## config.mk

```make
export PLATFORM = sky130hd
export DESIGN_NAME = star_power_ctrl
export DESIGN_NICKNAME = d
export VERILOG_FILES = /design/src/rtl/star_power_ctrl.sv
export SDC_FILE = /design/constraint.sdc
export NUM_CORES = 1
export LEC_CHECK = 0
export BUFFER_PORTS_ARGS = -buffer_cell sky130_fd_sc_hd__clkbuf_2
export CAP_MARGIN = 20
export CORE_UTILIZATION = 55
export CTS_CLUSTER_DIAMETER = 100
export CTS_CLUSTER_SIZE = 16
export DETAILED_ROUTE_END_ITERATION = 12
export PLACE_DENSITY = 0.77
export SETUP_SLACK_MARGIN = 0.05
export SYNTH_ARGS = -nofsm -noshare
export SYNTH_HDL_FRONTEND = slang
export SYNTH_SLANG_ARGS = --single-unit
```

## constraint.sdc

```tcl
create_clock -name sys_clk -period 3.1 [get_ports sys_clk]
set_clock_uncertainty 0.15 [all_clocks]
set_input_delay 0.155 -clock sys_clk [delete_from_list [all_inputs] [get_ports sys_clk]]
set_output_delay 0.155 -clock sys_clk [all_outputs]
set_load 0.02 [all_outputs]
```

## src/rtl/star_power_ctrl.sv

```systemverilog
`timescale 1ns/1ps
`default_nettype none
// ============================================================================
// Module   : star_power_ctrl
// Brief    : Counts each star touch once per game and times the invincibility
//            window (POWER -> FLASH blink -> IDLE) in frame ticks.
//            Optional build macro STAR_POWER_STACK_EN: collects during an
//            active window add POWER_TICKS instead of reloading.
// Revision : 1.0 - initial release
// ============================================================================
module star_power_ctrl #(
    parameter int NUM_STARS    = 4,
    parameter int POWER_TICKS  = 300,
    parameter int FLASH_TICKS  = 60,
    parameter int BLINK_PERIOD = 4
) (
    input  logic                 sys_clk,
    input  logic                 RST_N,
    input  logic [NUM_STARS-1:0] touch_star,
    input  logic                 frame_tick,
    input  logic                 game_reset,
    output logic [3:0]           star_count,
    output logic                 all_collected,
    output logic                 collect_pulse,
    output logic                 invincible,
    output logic                 blink,
    output logic [9:0]           power_remaining
);

    localparam logic [1:0] c_st_idle  = 2'd0;
    localparam logic [1:0] c_st_power = 2'd1;
    localparam logic [1:0] c_st_flash = 2'd2;

    localparam logic [9:0] c_power_ticks = 10'(POWER_TICKS);
    localparam logic [9:0] c_flash_ticks = 10'(FLASH_TICKS);
    localparam int         c_bcnt_w      = (BLINK_PERIOD > 1) ? $clog2(BLINK_PERIOD) : 1;
    localparam logic [c_bcnt_w-1:0] c_blink_last = c_bcnt_w'(BLINK_PERIOD - 1);

    logic [1:0]           state_q,     state_d;
    logic [NUM_STARS-1:0] touch_q,     touch_d;
    logic [NUM_STARS-1:0] collected_q, collected_d;
    logic [3:0]           star_count_q, star_count_d;
    logic                 all_q,       all_d;
    logic                 pulse_q,     pulse_d;
    logic                 blink_q,     blink_d;
    logic [c_bcnt_w-1:0]  bcnt_q,      bcnt_d;
    logic [9:0]           power_q,     power_d;

    logic [NUM_STARS-1:0] new_stars;
    logic                 collect_ev;
    logic [3:0]           new_cnt;
    logic [4:0]           count_sum;
    logic [3:0]           count_sat;
    logic [9:0]           power_dec;

`ifdef STAR_POWER_STACK_EN
    logic [10:0]          stack_sum;
    logic [9:0]           stack_sat;
    assign stack_sum = {1'b0, power_q} + {1'b0, c_power_ticks};
    assign stack_sat = stack_sum[10] ? 10'h3FF : stack_sum[9:0];
`endif

    // Rising edge on a star not yet collected this game
    assign new_stars  = touch_star & ~touch_q & ~collected_q;
    assign collect_ev = |new_stars;
    assign power_dec  = (power_q != 10'd0) ? (power_q - 10'd1) : 10'd0;

    always_comb begin
        new_cnt = 4'd0;
        for (int i = 0; i < NUM_STARS; i++) begin
            new_cnt = new_cnt + {3'd0, new_stars[i]};
        end
    end

    assign count_sum = {1'b0, star_count_q} + {1'b0, new_cnt};
    assign count_sat = (count_sum > 5'd15) ? 4'hF : count_sum[3:0];

    // ------------------------------------------------------------------
    // State register
    // ------------------------------------------------------------------
    always_ff @(posedge sys_clk or negedge RST_N) begin
        if (!RST_N) begin
            state_q      <= c_st_idle;
            touch_q      <= '0;
            collected_q  <= '0;
            star_count_q <= 4'd0;
            all_q        <= 1'b0;
            pulse_q      <= 1'b0;
            blink_q      <= 1'b1;
            bcnt_q       <= '0;
            power_q      <= 10'd0;
        end else begin
            state_q      <= state_d;
            touch_q      <= touch_d;
            collected_q  <= collected_d;
            star_count_q <= star_count_d;
            all_q        <= all_d;
            pulse_q      <= pulse_d;
            blink_q      <= blink_d;
            bcnt_q       <= bcnt_d;
            power_q      <= power_d;
        end
    end

    // ------------------------------------------------------------------
    // Next-state logic
    // ------------------------------------------------------------------
    always_comb begin
        touch_d      = touch_star;
        collected_d  = collected_q | new_stars;
        star_count_d = count_sat;
        all_d        = &(collected_q | new_stars);
        pulse_d      = collect_ev;
        state_d      = state_q;
        blink_d      = blink_q;
        bcnt_d       = bcnt_q;
        power_d      = power_q;

        if (game_reset) begin
            touch_d      = '0;
            collected_d  = '0;
            star_count_d = 4'd0;
            all_d        = 1'b0;
            pulse_d      = 1'b0;
            state_d      = c_st_idle;
            blink_d      = 1'b1;
            bcnt_d       = '0;
            power_d      = 10'd0;
        end else if (collect_ev) begin
            // A collect overrides any same-cycle frame tick
            state_d = c_st_power;
            blink_d = 1'b1;
            bcnt_d  = '0;
`ifdef STAR_POWER_STACK_EN
            power_d = (state_q == c_st_idle) ? c_power_ticks : stack_sat;
`else
            power_d = c_power_ticks;
`endif
        end else if (frame_tick) begin
            case (state_q)
                c_st_power: begin
                    power_d = power_dec;
                    if (power_dec == 10'd0) begin
                        state_d = c_st_idle;
                        blink_d = 1'b1;
                        bcnt_d  = '0;
                    end else if (power_dec <= c_flash_ticks) begin
                        state_d = c_st_flash;
                        blink_d = 1'b0;
                        bcnt_d  = '0;
                    end
                end
                c_st_flash: begin
                    power_d = power_dec;
                    if (power_dec == 10'd0) begin
                        state_d = c_st_idle;
                        blink_d = 1'b1;
                        bcnt_d  = '0;
                    end else if (bcnt_q == c_blink_last) begin
                        blink_d = ~blink_q;
                        bcnt_d  = '0;
                    end else begin
                        bcnt_d  = bcnt_q + c_bcnt_w'(1);
                    end
                end
                c_st_idle: begin
                    power_d = power_q;
                end
                default: begin
                    state_d = c_st_idle;
                    blink_d = 1'b1;
                    bcnt_d  = '0;
                    power_d = 10'd0;
                end
            endcase
        end
    end

    // ------------------------------------------------------------------
    // Outputs
    // ------------------------------------------------------------------
    always_comb begin
        star_count      = star_count_q;
        all_collected   = all_q;
        collect_pulse   = pulse_q;
        invincible      = (state_q != c_st_idle);
        blink           = blink_q;
        power_remaining = power_q;
    end

endmodule
`default_nettype wire

```

* Word-level counts from Yosys, hierarchy flattened
Index checks and enable logic that the tools add are counted.
** Word-level totals
- Word-level logic and storage cells :: 76
- Output and inout port bits :: 18
- Register bits :: 29
- Input port bits :: 8
** Operators by class
- Reductions and logical operators :: 12
- Bitwise gates (word level) :: 6
- Multiplexer cells :: 34
- Add/subtract/negate cells :: 6
- Eq/ne operators :: 7
- Magnitude comparators :: 2
** Operators with widths (count)
- $mux W10 :: 4
- $mux W2 :: 13
- $pmux W10 S2 :: 1
- $mux W4 :: 4
- $pmux W2 S3 :: 2
- $reduce_and A4 Y1 :: 3
- $le A10 B6 Y1 const B :: 1
- $logic_not A10 Y1 :: 1
- $ne A5 B5 Y1 const B :: 2
- $reduce_bool A10 Y1 :: 1
- $sub A10 B1 Y10 const B :: 1
- $mux W1 :: 9
- $and A4 B4 Y4 :: 2
- $not A4 Y4 :: 2
- $add A4 B4 Y5 :: 1
- $gt A5 B4 Y1 const B :: 1
- $add A3 B1 Y4 :: 1
- $eq A2 B2 Y1 const B :: 2
- $ne A4 B4 Y1 const B :: 1
- $or A4 B4 Y4 :: 1
- $reduce_or A4 Y1 :: 1
- $add A2 B1 Y3 :: 1
- $ne A3 B3 Y1 const B :: 1
- $pmux W1 S3 :: 1
- 10 further kinds :: 10

* Longest topological paths before layout
Gate-level depths: netlist of run 1.
- Word-level depth :: 10
- Gate-level depth with buffers :: 11
- Mapped depth without buffers :: 9

* Worst setup path after synthesis of run 1
No wires, ideal clock.
- Path kind :: reg-to-reg
- Start point :: register power_q[0], in the netlist power_remaining[0]
- End point :: register bcnt_q[0]
- Data required time :: 2878 ps
- Setup slack :: 534 ps
- Arrival :: 2344 ps
- Stages on the path, launching flop included :: 12
- Path buffers :: 2
- Period minus slack after synthesis :: 2566 ps
- Setup time :: 72 ps
- Path through :: dfrtp_1 -> buf_6 -> inv_1 -> ha_1 -> buf_2 -> or3b_4 -> a2bb2oi_2 -> o211ai_1 -> o211a_4 -> nand4b_1 -> mux2_2 -> nor2_2
** Between the ends
- Longest elaborated chain between the ends :: 8
- Elaborated cells between the ends (all ways) :: 13
- Those cells by class :: add/sub (1); order compare (1); eq/ne (1); mux (7); reduce/logical (3)
** Ends and longest elaborated chain
- from (decl) :: RTL line 47 : logic [9:0] power_q, power_d;
- from (signal assigned) :: RTL line 101 : power_q <= power_d;
- $sub A10 B1 Y10 / $reduce_bool A10 Y1 (equally long branches) :: RTL line 66 : assign power_dec = (power_q != 10'd0) ? (power_q - 10'd1) : 10'd0;
- $mux W10 (*) :: RTL line 66
- branches (longest 6 deep; another with $le A10 B6 Y1)
- to (signal assigned) :: RTL line 100 : bcnt_q <= bcnt_d;
- to (decl) :: RTL line 46 : logic [c_bcnt_w-1:0] bcnt_q, bcnt_d;
Every way passes the cells marked *. The select of a mux whose other input is x is not followed.
A chain may end at the register's enable or synchronous reset.

* Worst setup path in the final report of run 1
- Start point :: input port touch_star[0]
- End point :: register star_count_q[1], in the netlist star_count[1]
** Between the ends
- Longest elaborated chain between the ends :: 9
** Ends and longest elaborated chain
- from (decl) :: RTL line 19 : input logic [NUM_STARS-1:0] touch_star,
- $and A4 B4 Y4 (*) (2 in a row) :: RTL line 64 : assign new_stars = touch_star & ~touch_q & ~collected_q;
- $add A1 B1 Y2 (*) :: RTL line 71 : new_cnt = new_cnt + {3'd0, new_stars[i]};
- $add A2 B1 Y3 (*) :: RTL line 71
- $add A3 B1 Y4 (*) :: RTL line 71
- $add A4 B4 Y5 (*) :: RTL line 75 : assign count_sum = {1'b0, star_count_q} + {1'b0, new_cnt};
- $gt A5 B4 Y1 :: RTL line 76 : assign count_sat = (count_sum > 5'd15) ? 4'hF : count_sum[3:0];
- $mux W4 (*) :: RTL line 76
- $mux W4 (*) :: RTL line 119 : if (game_reset) begin
- via star_count_d[1] :: RTL line 42 : logic [3:0] star_count_q, star_count_d;
- to (signal assigned) :: RTL line 96 : star_count_q <= star_count_d;
- to (decl) :: RTL line 42
The timed path passes the listed nets; every way through them passes the cells marked *.

==> impl_metrics.ini, run 1 <==
[synthesis]
synth_fa_ha_area_share_pct = 7.37
yosysTopAreaCellShare_pct = 38.2
syn_area_um2 = 1830
synthTopCellsByCount = dfrtp_1 (28), inv_1 (21), nand2_1 (19)
synthXorXnorAreaFrac_pct = 0.955
synth_top_area_cell = dfrtp_1
ys_ff_latch = 29
syn_inst = 196
yosys.area_share.simple_pct = 25.3
synth_area_leaders = dfrtp_1 (38%), inv_1 (4.3%), ha_1 (4.1%), nand2_1 (3.9%), a21oi_1 (3.5%)
synth_compound_area_share_pct = 19.0
synth_nets = 213
yosys_warnings = 0
async_reset_ff_share_pct = 100
synth.most_common_cell = dfrtp_1
synth_cell_types = 56
synth_edf_count = 0
synth_flop_cell = dfrtp_1
synthMuxAreaShare_pct = 0.614
synth_top_family_by_area = simple AND/OR/NAND/NOR gates
syn_avg_cell_area_um2 = 9.36
ys_seq_area_share_pct = 39.6

[sta]
worst_hold_slack_ns = 0.0633
maxSlewViolCount = 0
fin_crit_sh_pct = 89.1
fin_setup_tns_ns = 0
final_hold_viol_count = 0
worstMarginPinSlew_ns = 0.706
relSlewSlack_pct = 52.9
fmax_ghz = 0.362
rsz0062_at_grt = no
fin_crit_ns = 2.76
fin_ws_ns = 0.338
setup_viol = 0

[worst_setup_path]
crit_path_start = touch_star[0]
reg2reg_from = touch_q[0]
worstSetupEndpoint = star_count[1]
worstSetupEndpointType = flip-flop
crit_type = input port to flip-flop
startpoint_type = input port
arrival_ns = 2.82
reg2reg_slack_ns = 0.40
crit_path_max_fanout = 3
r2r-end = star_count[1]
worstPathRequired_ns = 3.16
worstRegToRegCells = 8

[routing]
vias_per_cell = 5.63
first_pass_iters = 4
drt_iter0_markers = 106
wl_per_cell_um = 14.2
ant_nets = 0
vias = 1536
wirelength_um = 3880
drc = 0

[place]
gp_congestion = 0.868
placed_area_um2 = 1970
io_buffers = 25
pre_cts_ws_ns = 0.383
dp_hpwl_um = 2800

[floorplanning]
dieArea_um2 = 3570
die_y_um = 59.8
io_pins = 26
start_util_pct = 59.1
core-area_um2 = 3100
die_w_um = 59.8
rows = 20

[power_and_ir_drop]
p_leak_nw = 0.960
total_power_w = 0.000998
p_per_area_nw_per_um2 = 477
peakVddDrop_v = 0.000395

[finish]
area_delta_synth_final_pct = 13.9
finish.instance_area_um2 = 2090
fin_nets = 245
drive_gt1_share_pct = 23.6
fill_cells = 254
num_antenna_cells = 0

[clocking]
ctsLongestPathBuffers = 2
cts_root_buf = clkbuf_4
numCtsBuffers = 5
post_cts_resized = 0
htree_levels = 2
cts_tree = yes
clkTransAtPathRegs_ns = 0.10
clk_latency_ns = 0.33
clock_sink_count = 29

[min_path]
timing.hold.worst.class = input port to flip-flop

[outcome]
status = finished, final reports clean

[grt]
grt_pass1_vias = 1476
global_route.overflow_total = 0
antenna_found_initial = 0
grt_first_pass_wirelength_um = 6640
grt_max_degree = 30
grtUsageTotal_pct = 25.7

[run]
drv_cap = 0
[kinds of logic (layout without fill, tap and decap cells)]
logic type / after synthesis / in the layout
multiplexers: 1 / 1
AND/OR/NAND/NOR: 80 / 80
buffers and inverters: 27 / 60
AO/OA/AOI/OAI: 48 / 48
XOR/XNOR: 2 / 2
flip-flops: 29 / 29
adder cells (fa/ha/maj): 9 / 9
[report_power, final]
| part | switching, W | total, W | internal [W] |
|---|---|---|---|
| combinational | 0.000168 | 0.000283 | 0.000115 |
| sequential | 0.0000384 | 0.000447 | 0.000409 |
| clock | 0.000136 | 0.000267 | 0.000131 |
[final cells by class]
cell class                      count  area [µm²]  share of cell area (%)
Clock buffer                        7        65.1                    3.11
Clock inverter                      1        5.00                   0.240
Inverter                           21        78.8                    3.77
Multi-Input combinational cell    140         976                    46.7
Sequential cell                    29         727                    34.8
Tap cell                           44        55.1                    2.63
Timing Repair Buffer               31         183                    8.74
[registers in the layout (all words and copies together) (netlist names)]
register,cells
blink,1
collect_pulse,1
bcnt_q,2
all_collected,1
state_q,2
power_remaining,10
touch_q,4
collected_q,4
star_count,4
[how the worst min path moves through the flow]
stage | slack, ns | startpoint | to | cells after the start
2_1_floorplan | -0.29 | RST_N | all_collected | 0
3_3_place_gp | 0.08 | RST_N | power_remaining[7] | 1
3_5_place_dp | 0.09 | RST_N | power_remaining[7] | 1
4_1_cts | 0.05 | frame_tick | power_remaining[8] | 4
5_1_grt | 0.1 | frame_tick | power_remaining[8] | 4
6_report | 0.06 | frame_tick | power_remaining[8] | 4
[worst max-delay path, stage by stage]
cell and delay (ns):
dlygate4sd3_1 0.53, clkbuf_2 0.11, nor3b_1 0.35, inv_1 0.11, fa_1 0.49, fa_1 0.42, inv_1 0.10, fa_1 0.43
inv_1 0.07, a21oi_1 0.05
[repair_timing]
item	CTS	global route
hold buffers	5	0
buffers inserted	0	0
hold endpoints to repair	36	0
[metal layers]
metal,up-vias,share of wire [%],track usage (%)
met5,-,0,0
met4,0,0.98,11.3
met3,4,4.7,8.23
met2,40,51,41.4
met1,742,43,31.5
li1,750,-,-
[stage by stage]
step	std cells	util, %
final	273	67.3
after global routing	273	67.3
after CTS	273	67.3
after detailed placement	260	63.5
after global placement	260	63.5
after floorplan	196	-
[placed cells by master (no fill, tap or decap), types with 6 or more instances in the layout]
| master | synthesis | layout |
|---|---|---|
| nor2b_1 | 7 | 7 |
| dfrtp_1 | 28 | 28 |
| inv_1 | 21 | 21 |
| nor3b_1 | 6 | 6 |
| a21oi_1 | 13 | 13 |
| ha_1 | 6 | 6 |
| nor2_1 | 15 | 15 |
| o21ai_0 | 8 | 8 |
| nand2_1 | 19 | 19 |
| clkbuf_2 | 0 | 25 |
(Power assumes the default switching activity.)
==> inputs of run 2 (changes only) <==
- MAX_ROUTING_LAYER: not set -> met4
==> run 2 against run 1 <==
Flip-flop and latch count is the same. Clock-buffer cell count shrank 1. Combinational power is essentially flat. Non-clock buffer count is the same. Sequential power is essentially flat. Sequential share of layout area grew 0.32 points. Total power shrank 4.5%. Hold slack gained 0.0038 ns. Utilization shrank 0.60 points.
==> impl_metrics.ini, run 2 (synthesis results as in run 1) <==
[outcome]
status = finished, final reports clean

[grt]
grt_max_degree = 30
grt_pass1_vias = 1519
antenna_found_initial = 0
global_route.overflow_total = 0
grt_first_pass_wirelength_um = 6580
grtUsageTotal_pct = 25.9

[worst_setup_path]
crit_path_max_fanout = 4
r2r-end = star_count[3]
worstPathRequired_ns = 3.18
reg2reg_from = touch_q[0]
crit_type = input port to flip-flop
worstRegToRegCells = 8
reg2reg_slack_ns = 0.38
arrival_ns = 2.86
startpoint_type = input port
worstSetupEndpointType = flip-flop

[floorplanning]
start_util_pct = 59.1
dieArea_um2 = 3570
die_w_um = 59.8
die_y_um = 59.8
rows = 20
core-area_um2 = 3100
io_pins = 26

[routing]
drc = 0
vias = 1544
wirelength_um = 3860
ant_nets = 0
wl_per_cell_um = 14.1
drt_iter0_markers = 80
first_pass_iters = 4
vias_per_cell = 5.66

[sta]
final_hold_viol_count = 0
fin_crit_sh_pct = 89.5
relSlewSlack_pct = 52.9
setup_viol = 0
fmax_ghz = 0.360
maxSlewViolCount = 0
fin_crit_ns = 2.78
worstMarginPinSlew_ns = 0.707
worst_hold_slack_ns = 0.0670
fin_setup_tns_ns = 0
rsz0062_at_grt = no

[min_path]
min_to = power_remaining[8]
timing.hold.worst.class = input port to flip-flop
min_from = frame_tick
hold_depth = 4

[clocking]
ctsLongestPathBuffers = 2
cts_root_buf = clkbuf_4
post_cts_resized = 0
cts_tree = yes
htree_levels = 2
clock_sink_count = 29
clk_latency_ns = 0.34
clkTransAtPathRegs_ns = 0.08
numCtsBuffers = 5

[place]
placed_area_um2 = 1970
io_buffers = 25
dp_hpwl_um = 2890
gp_congestion = 0.882

[finish]
finish.instance_area_um2 = 2070
fin_nets = 245
num_antenna_cells = 0
final_common_cell = dfrtp_1
largest_reg_flops = 10
area_delta_synth_final_pct = 12.9
most-common-layout-cells = dfrtp_1 (28), clkbuf_2 (25), inv_1 (21), nand2_1 (19), nor2_1 (15)
drive_gt1_share_pct = 23.1

[power_and_ir_drop]
p_leak_nw = 0.951
peakVddDrop_v = 0.000367
p_per_area_nw_per_um2 = 460

[run]
drv_cap = 0
-- run 2: cell types whose count changed in the layout (fill, tap and decap cells not counted) --
cell / previous run / this run
clkbuf_1: 0 / 1
clkinv_2: 1 / 2
clkbuf_8: 2 / 0
-- run 2: final cells by class --
| type | instances | area (µm²) |
|---|---|---|
| fillers | 260 | 1030 |
| multi-input cells | 140 | 976 |
| flip-flops and latches | 29 | 727 |
| repair buffers | 31 | 183 |
| inverters | 21 | 78.8 |
| well taps | 44 | 55.1 |
| clock buffers | 6 | 41.3 |
| clock inverters | 2 | 10.0 |
-- run 2: metrics by stage --
| stage | power (W) | std cells | util, % | setup WS [ns] |
|---|---|---|---|---|
| 2_1_floorplan | 0.000655 | 196 | - | 0.534 |
| 3_3_place_gp | 0.000720 | 260 | 63.5 | 0.459 |
| 6_report | 0.000953 | 273 | 66.7 | 0.325 |
| 4_1_cts | 0.000963 | 273 | 66.7 | 0.324 |
| 3_5_place_dp | 0.000738 | 260 | 63.5 | 0.363 |
| 5_1_grt | 0.00102 | 273 | 66.7 | 0.151 |
-- run 2: how the worst max path moves through the flow --
stage,startpoint,to,slack [ns],cells after the start
finish,touch_star[0],star_count[3],0.32,10
global route,touch_star[0],star_count[3],0.15,10
CTS,touch_star[0],star_count[3],0.32,10
detailed placement,touch_q[0],star_count[3],0.36,8
global placement,touch_q[0],star_count[1],0.46,8
floorplan,power_remaining[0],bcnt_q[0],0.53,11
-- run 2: worst max-delay path, cell delays in order --
cell and delay, ns:
dlygate4sd3_1 0.52, clkbuf_2 0.11, nor3b_1 0.35, inv_1 0.12, fa_1 0.50, fa_1 0.42
inv_1 0.10, fa_1 0.25, nor2b_1 0.07, a311oi_1 0.25
-- run 2: timing repair --
| item | CTS | global route |
|---|---|---|
| setup buffers | 0 | 0 |
| hold buffers | 5 | 0 |
| endpoints found under the hold margin | 36 | 0 |
-- run 2: routing by layer --
layer / part of all wire [%] / vias up / track usage [%] / routed length [µm]
li1: - / 748 / - / -
met1: 41 / 742 / 29.5 / 1590
met2: 53 / 50 / 44.1 / 2030
met3: 4.7 / 4 / 6.71 / 183
met4: 1.4 / 0 / 8.31 / 55
met5: 0 / - / - / 0
-- run 2: report_power, final --
part | leakage [nW] | switching (W) | internal [W]
registers | 0.379 | 0.0000390 | 0.000409
clock network | 0.0320 | 0.000132 | 0.0000861
logic | 0.540 | 0.000172 | 0.000115
==> inputs of run 3 (changes only) <==
- CORE_UTILIZATION: 55 -> 51
- PLACE_DENSITY: 0.77 -> 0.75
- clock period: 3.1 -> 2.4 ns (I/O delays scaled with it)
==> run 3 against run 2 <==
The run now ends with negative setup slack left. Hold slack worse by 0.053 ns. Non-clock buffer count is 21 higher. Die area up 7.6%. Total power grew 54%. Flip-flop and latch count unchanged. Largest power group unchanged. Sequential share of layout area is 4.5 points lower. Wire length is 13% higher. Clock power grew 100%.
==> impl_metrics.ini, run 3 (synthesis results as in run 1) <==
[worst_setup_path]
r2r-end = star_count[1]
crit_type = flip-flop to flip-flop
critPathSlowestCell = fa_1
startpoint_type = flip-flop
reg2reg_from = touch_q[0]
arrival_ns = 2.50
worstPathRequired_ns = 2.48
crit_path_max_fanout = 2
crit_family = adder cells
max_stage_delay_ns = 0.45
cp_cell_sequence = nor3b_2, inv_1, fa_1, fa_2, inv_2, fa_2, inv_2, a21oi_2
worstSetupEndpointType = flip-flop
worstRegToRegCells = 8
reg2reg_slack_ns = -0.02
crit_path_start = touch_q[0]
cp.depth = 8
path_buf_inv = 3

[clocking]
ctsLongestPathBuffers = 2
htree_levels = 2
clk_latency_ns = 0.34
cts_tree = yes
cts_root_buf = clkbuf_4
clkTransAtPathRegs_ns = 0.11
clock_sink_count = 29
numCtsBuffers = 5

[finish]
finish.instance_area_um2 = 2390
drive_gt1_share_pct = 39.2
largest_reg_flops = 10
layoutNonFillerInstCount = 296
num_antenna_cells = 0
most-common-layout-cells = dfrtp_1 (25), clkbuf_2 (25), buf_4 (20), nand2_1 (19), inv_1 (17)
multi_input_area_um2 = 1080
fill_cells = 268
seq_area_um2 = 731
area_delta_synth_final_pct = 30.4
fin_nets = 266

[grt]
grtUsageTotal_pct = 25.2
met2_usage_pct = 37.4
top_usage_layer = met2
grt_max_degree = 30
grt_pass1_vias = 1474
global_route.overflow_total = 0
grt_use_met3_pct = 6.83
grt_first_pass_wirelength_um = 6710
antenna_found_initial = 0
met1_usage_pct = 33.1

[sta]
fmax_ghz = 0.414
relSlewSlack_pct = 51.4
maxSlewViolCount = 0
worstMarginPinSlew_ns = 0.730
setup_viol = 1
final_hold_viol_count = 0
rsz0062_at_grt = yes
fin_crit_sh_pct = 101
fin_ws_ns = -0.0157
fin_crit_ns = 2.42

[place]
placed_area_um2 = 2100
gp_congestion = 0.885
dp_hpwl_um = 2840
dp.cells = 273
io_buffers = 25

[routing]
vias_per_cell = 5.56
first_pass_iters = 5
wl_per_cell_um = 14.7
vias = 1646
drt_iter0_markers = 149
wirelength_um = 4340
drc = 0
ant_nets = 0

[floorplanning]
die_w_um = 62.0
start_util_pct = 54.1
dieArea_um2 = 3840
rows = 21
io_pins = 26
die_y_um = 62.0
core-area_um2 = 3390

[power_and_ir_drop]
p_switching_w = 0.000490
p_per_area_nw_per_um2 = 613
peakVddDrop_v = 0.000392
p_leak_nw = 1.09
pwr-share-comb_pct = 31.1
p_sw_share_pct = 33.4
pwr-share-clk_pct = 29.9
internal_power_w = 0.000975
seq_power_share_pct = 39.0

[min_path]
min_from = game_reset
timing.hold.worst.class = input port to flip-flop
hold_depth = 3
min_to = state_q[0]

[run]
drv_cap = 0

[outcome]
violations = negative setup slack
status = finished with violations
run 3: worst max path at each step:
stage	to	slack (ns)
after global placement	star_count[3]	0.03
after floorplan	bcnt_q[0]	-0.06
after CTS	star_count[1]	0.001
final	star_count[1]	-0.02
after detailed placement	star_count[3]	0.01
after global routing	star_count[3]	-0.17
run 3: power groups by stage:
stage | combinational [W] | sequential (W) | clock, W
after global placement | 0.000386 | 0.000578 | 0
after CTS | 0.000407 | 0.000570 | 0.000449
after floorplan | 0.000241 | 0.000611 | 0
after detailed placement | 0.000393 | 0.000578 | 0
final | 0.000456 | 0.000572 | 0.000438
after global routing | 0.000503 | 0.000579 | 0.000468
run 3: tightest hold or removal path, delay by kind of cell:
| kind | cells | cell delay [ns] |
|---|---|---|
| AOI/OAI and AO/OA | 1 | 0.05 |
| buffers and inverters | 2 | 0.31 |
run 3: through the flow:
stage	TNS [ns]	setup slack (ns)	hold slack [ns]	total power (W)	util, %
2_1_floorplan	-0.0966	-0.0636	-0.326	0.000852	-
3_5_place_dp	0	0.0108	0.0587	0.000971	62.1
5_1_grt	-0.545	-0.173	0.0366	0.00155	70.5
4_1_cts	0	0.00113	0.0177	0.00143	66.6
6_report	-0.0157	-0.0157	0.0137	0.00147	70.5
3_3_place_gp	0	0.0269	0.0635	0.000964	62.1
run 3: cell type report:
class                      instances  share of cell area [%]
tap                               46                    2.41
multi-input combinational        140                    45.4
sequential                        29                    30.6
clock buffer                       6                    2.15
inverter                          21                    3.40
clock inverter                     2                    1.57
timing repair buffer              52                    14.5
run 3: routing by layer:
metal | up-vias | wire, µm
li1 | 799 | -
met4 | 0 | 97
met2 | 44 | 2090
met1 | 791 | 1970
met3 | 12 | 186
met5 | - | 0
run 3: what timing repair did:
| action | in CTS | in global routing |
|---|---|---|
| pin swaps | 1 | 14 |
| resized for setup | 3 | 15 |
| setup endpoints to repair | 6 | 13 |
| buffers inserted | 1 | 9 |
| hold buffers | 5 | 0 |
| endpoints found under the hold margin | 36 | 0 |
